[src/rtl/fetch_stage.sv]
// fetch_stage: two-phase fetch/execute PC and instruction register sequencer
// Ports: clk, reset (async, active-high), enable (advance), load_pc/load_addr (jump, execute only),
//        rom_data (byte at pc_addr) -> pc_addr, instr/oprnd (IR[7:4]/IR[3:0]), phase (0 fetch, 1 execute),
//        ir_valid (IR loaded since reset), halted (sticky wrap halt).
// Option: define FETCH_WRAP_HALT_EN to halt when the PC increments past all-ones; otherwise it wraps and halted is 0.
module fetch_stage #(
  parameter int ADDR_W = 12,
  parameter logic [ADDR_W-1:0] RESET_VECTOR = '0
) (
  input  logic              clk,
  input  logic              reset,
  input  logic              enable,
  input  logic              load_pc,
  input  logic [ADDR_W-1:0] load_addr,
  input  logic [7:0]        rom_data,
  output logic [ADDR_W-1:0] pc_addr,
  output logic [3:0]        instr,
  output logic [3:0]        oprnd,
  output logic              phase,
  output logic              ir_valid,
  output logic              halted
);
  logic [ADDR_W-1:0] r_pc;
  logic [7:0]        r_ir;
  logic              r_phase;
  logic              r_valid;
  logic              w_run;
`ifdef FETCH_WRAP_HALT_EN
  logic r_halted;
  assign w_run  = enable & ~r_halted;
  assign halted = r_halted;
  always_ff @(posedge clk or posedge reset)
    if (reset) r_halted <= 1'b0;
    else if (w_run && r_phase) r_halted <= ~load_pc & (&r_pc);
`else
  assign w_run  = enable;
  assign halted = 1'b0;
`endif
  always_ff @(posedge clk or posedge reset)
    if (reset) begin
      r_pc    <= RESET_VECTOR;
      r_ir    <= 8'h00;
      r_phase <= 1'b0;
      r_valid <= 1'b0;
    end else if (w_run) begin
      r_phase <= ~r_phase;
      if (!r_phase) begin
        r_ir    <= rom_data;
        r_valid <= 1'b1;
      end else
        r_pc <= load_pc ? load_addr : r_pc + {{(ADDR_W-1){1'b0}}, 1'b1};
    end
  assign pc_addr  = r_pc;
  assign instr    = r_ir[7:4];
  assign oprnd    = r_ir[3:0];
  assign phase    = r_phase;
  assign ir_valid = r_valid;
endmodule

[config.mk]
export PLATFORM = sky130hd
export DESIGN_NAME = fetch_stage
export DESIGN_NICKNAME = d
export VERILOG_FILES = /design/src/rtl/fetch_stage.sv
export SDC_FILE = /design/constraint.sdc
export NUM_CORES = 1
export LEC_CHECK = 0
export CORE_ASPECT_RATIO = 1.1
export CORE_MARGIN = 10
export CORE_UTILIZATION = 48
export CTS_BUF_LIST = sky130_fd_sc_hd__clkbuf_4
export DETAILED_ROUTE_END_ITERATION = 8
export PLACE_DENSITY = 0.88
export RECOVER_POWER = 25
export SYNTH_ARGS = -nofsm -noshare
export SYNTH_HDL_FRONTEND = slang
export SYNTH_SLANG_ARGS = --single-unit
[constraint.sdc]
create_clock -name clk -period 3.1 [get_ports clk]
set_input_delay 0.775 -clock clk [delete_from_list [all_inputs] [get_ports clk]]
set_output_delay 0.775 -clock clk [all_outputs]
set_load 0.03 [all_outputs]
==> qor.csv <==
metric;value;unit
critPathCaptureType;output port;
track_usage;13.1;%
syn_area_per_cell;10.3;sq um
fmax;0.433;GHz
clock_skew;0.0104;ns
syn_inst;114;
hold_path_class;reg2reg;
wl_per_cell;16.5;um
cts_resized;0;
netlist_area;1170;sq um
post-route-min-period;2.31;ns
final-max-slew-violation-count;0;
die_w;67.1;um
wirelength;3080;um
tns;0;ns
power.density;1000;nW/um^2
final.fill_count;180;
cts.sinks;22;
p_int;0.000941;W
cp.required;2.32;ns
synthDistinctLibCells;38;
p_seq_share;34.2;%
cp.arrival;1.54;ns
core-area;2300;sq um
comb_power_share;52.6;%
cts_made_buffers;3;
layout.cells.non_filler;187;
holdCritStartpoint;ir_valid;
first_global_vias;1120;
final-setup-viol-count;0;
critical-path-max-stage-delay;0.72;ns
r2r_cells;5;
dr.pass1.iters;4;
drive_gt1_share;14.0;%
critPathKind;reg2out;
antenna_found_initial;0;
crit_start;pc_addr[4];
std_cell_rows;18;
grt_max_degree;23;
p_leak;0.666;nW
syn_nets;139;
ir_drop;0.668;mV
start_kind;register;
swShare;44.3;%
ctsLongestPathBuffers;2;
vias;1034;
ctsHoldBuffers;0;
yosys_warnings;0;
die_h;71.9;um
status;finished, final reports clean;
path_delay_family;buffers and inverters;
drv_cap;0;
worstPathCellList;clkdlybuf4s50_1;
num_antenna_cells;0;
grt_remaining_overflow;0;
place_inst;183;
rsz0062_at_grt;no;
hold_viol_final;0;
tightest_slew;0.807;ns
ioPinCount;47;
power.total;0.00169;W
path_max_fanout;7;
grt_pass1_wl;5110;um
pwr-share-clk;13.1;%
htree_levels;1;
hold_slack;0.495;ns
crit-reg2reg-launch;pc_addr[0];
placed_cell_area;1630;sq um
worstSetupPathDepth;1;
viasPerCell;5.53;
clk-insertion-delay-late;0.31;ns
hold_depth;1;
multi_input_area;567;sq um
antenna_left;0;
fin_crit_sh;74.5;%
cts-root-buf;clkbuf_4;
initial_core_util;51.1;%
cts_tree;done;
synth-seq-area-share;46.9;%
critPathSlowestCell;clkdlybuf4s50_1;
switchingPower;0.000749;W
nets;183;
synth_seq_cells;22;
synthToLayoutAreaGrowth;43.5;%
seqCellArea;551;sq um
slew-limit-headroom;46.1;%
critical_path_buf_inv_count;1;
postCtsSetupRepairBufs;0;
dp_hpwl;2290;um
final_area;1680;sq um
die-area;4830;sq um
drtIter0Drc;60;
drc;0;
port_buffers;45;
clkSlewWorstSetupHoldPaths;0.13;ns
routabilityCongestion;0.785;
[path summary, 6_finish.rpt]
path	end	slack [ns]
worst max register to register	pc_addr[6]	1.57
min in group asynchronous	r_ir[7]	1.03
worst max-delay path	pc_addr[4]	0.79
worst min register to register	ir_valid	0.49
max in group asynchronous	pc_addr[8]	1.55
worst min-delay path	ir_valid	0.49
[kinds of logic (layout without fill, tap and decap cells)]
family	Yosys count	count (layout)	synth area share (%)
AO/OA/AOI/OAI	31	31	17.6
adder cells (fa/ha/maj)	1	1	1.07
buffers and inverters	12	55	4.80
other	1	1	0.320
XOR/XNOR	1	1	0.746
flip-flops	22	22	46.9
multiplexers	10	10	9.38
AND/OR/NAND/NOR	36	36	19.2
[per-stage QoR]
stage,utilization (%),setup WS (ns)
6_report,73.3,0.789
5_1_grt,73.3,0.722
4_1_cts,73.3,0.772
3_5_place_dp,71.0,0.602
3_3_place_gp,71.0,0.673
2_1_floorplan,-,1.54
[flip-flops by register name (all words and copies together), names as in the netlist]
| name | flops |
|---|---|
| phase | 1 |
| r_ir | 8 |
| pc_addr | 12 |
| ir_valid | 1 |
[layout by cell type, fill, tap and decap left out, drive strengths merged, types with 2 or more instances in the layout]
master         synthesis  routed
nor3b                  2       2
mux2                   8       8
o22a                   2       2
nand4                  2       2
clkbuf                 0       3
a311oi                 2       2
nand3                  3       3
nand2                  6       6
nor3                   6       6
clkdlybuf4s50          0      43
a21oi                 11      11
inv                    5       5
mux2i                  2       2
and3                   3       3
dlygate4sd3            0       2
dfrtp                 22      22
nor2b                  3       3
a211oi                 2       2
o21ai                  7       7
nor2                   6       6
[final cells by class]
cell class	instances	area share, %
Clock inverter	1	1.78
Multi-Input combinational cell	80	33.7
Tap cell	30	2.23
Sequential cell	22	32.7
Clock buffer	3	1.34
Inverter	5	1.11
Timing Repair Buffer	46	27.2
[layer usage]
| layer | part of all wire, % | global-route usage (%) |
|---|---|---|
| met4 | 0.71 | 3.65 |
| met2 | 48 | 21.6 |
| met1 | 40 | 14.4 |
| met5 | 0 | 0 |
| met3 | 12 | 6.53 |
[synthesized netlist by cell type (all sizes together)]
cell type | count | share of area (%)
a211oi | 2 | 2.1
mux2 | 8 | 7.7
nor4 | 1 | 1.1
nand3 | 3 | 2.3
nand4 | 2 | 1.6
nor2b | 3 | 1.6
or2 | 1 | 0.53
a32o | 1 | 0.85
inv | 5 | 1.6
xor2 | 1 | 0.75
nor3 | 6 | 3.0
nand2 | 6 | 1.9
and2 | 1 | 0.53
nor2 | 6 | 2.6
o22a | 2 | 1.5
a31oi | 1 | 0.53
buf | 7 | 3.2
mux2i | 2 | 1.7
a31o | 1 | 0.75
nand2b | 1 | 0.53
o21a | 1 | 0.64
a21oi | 11 | 4.7
conb | 1 | 0.32
nand3b | 1 | 0.64
a311oi | 2 | 1.5
o21ai | 7 | 3.0
o21bai | 1 | 0.64
ha | 1 | 1.1
and3 | 3 | 1.6
o311ai | 1 | 0.75
o31ai | 1 | 0.64
dfrtp | 22 | 47
nor3b | 2 | 1.3
[power groups by stage]
stage	registers, W	logic (W)	clock network (W)
floorplan	0.000830	0.000263	0
global placement	0.000570	0.000880	0
detailed placement	0.000582	0.000899	0
CTS	0.000579	0.000904	0.000224
global route	0.000606	0.000956	0.000230
finish	0.000579	0.000890	0.000222
Power figures use the tool's default switching activity.
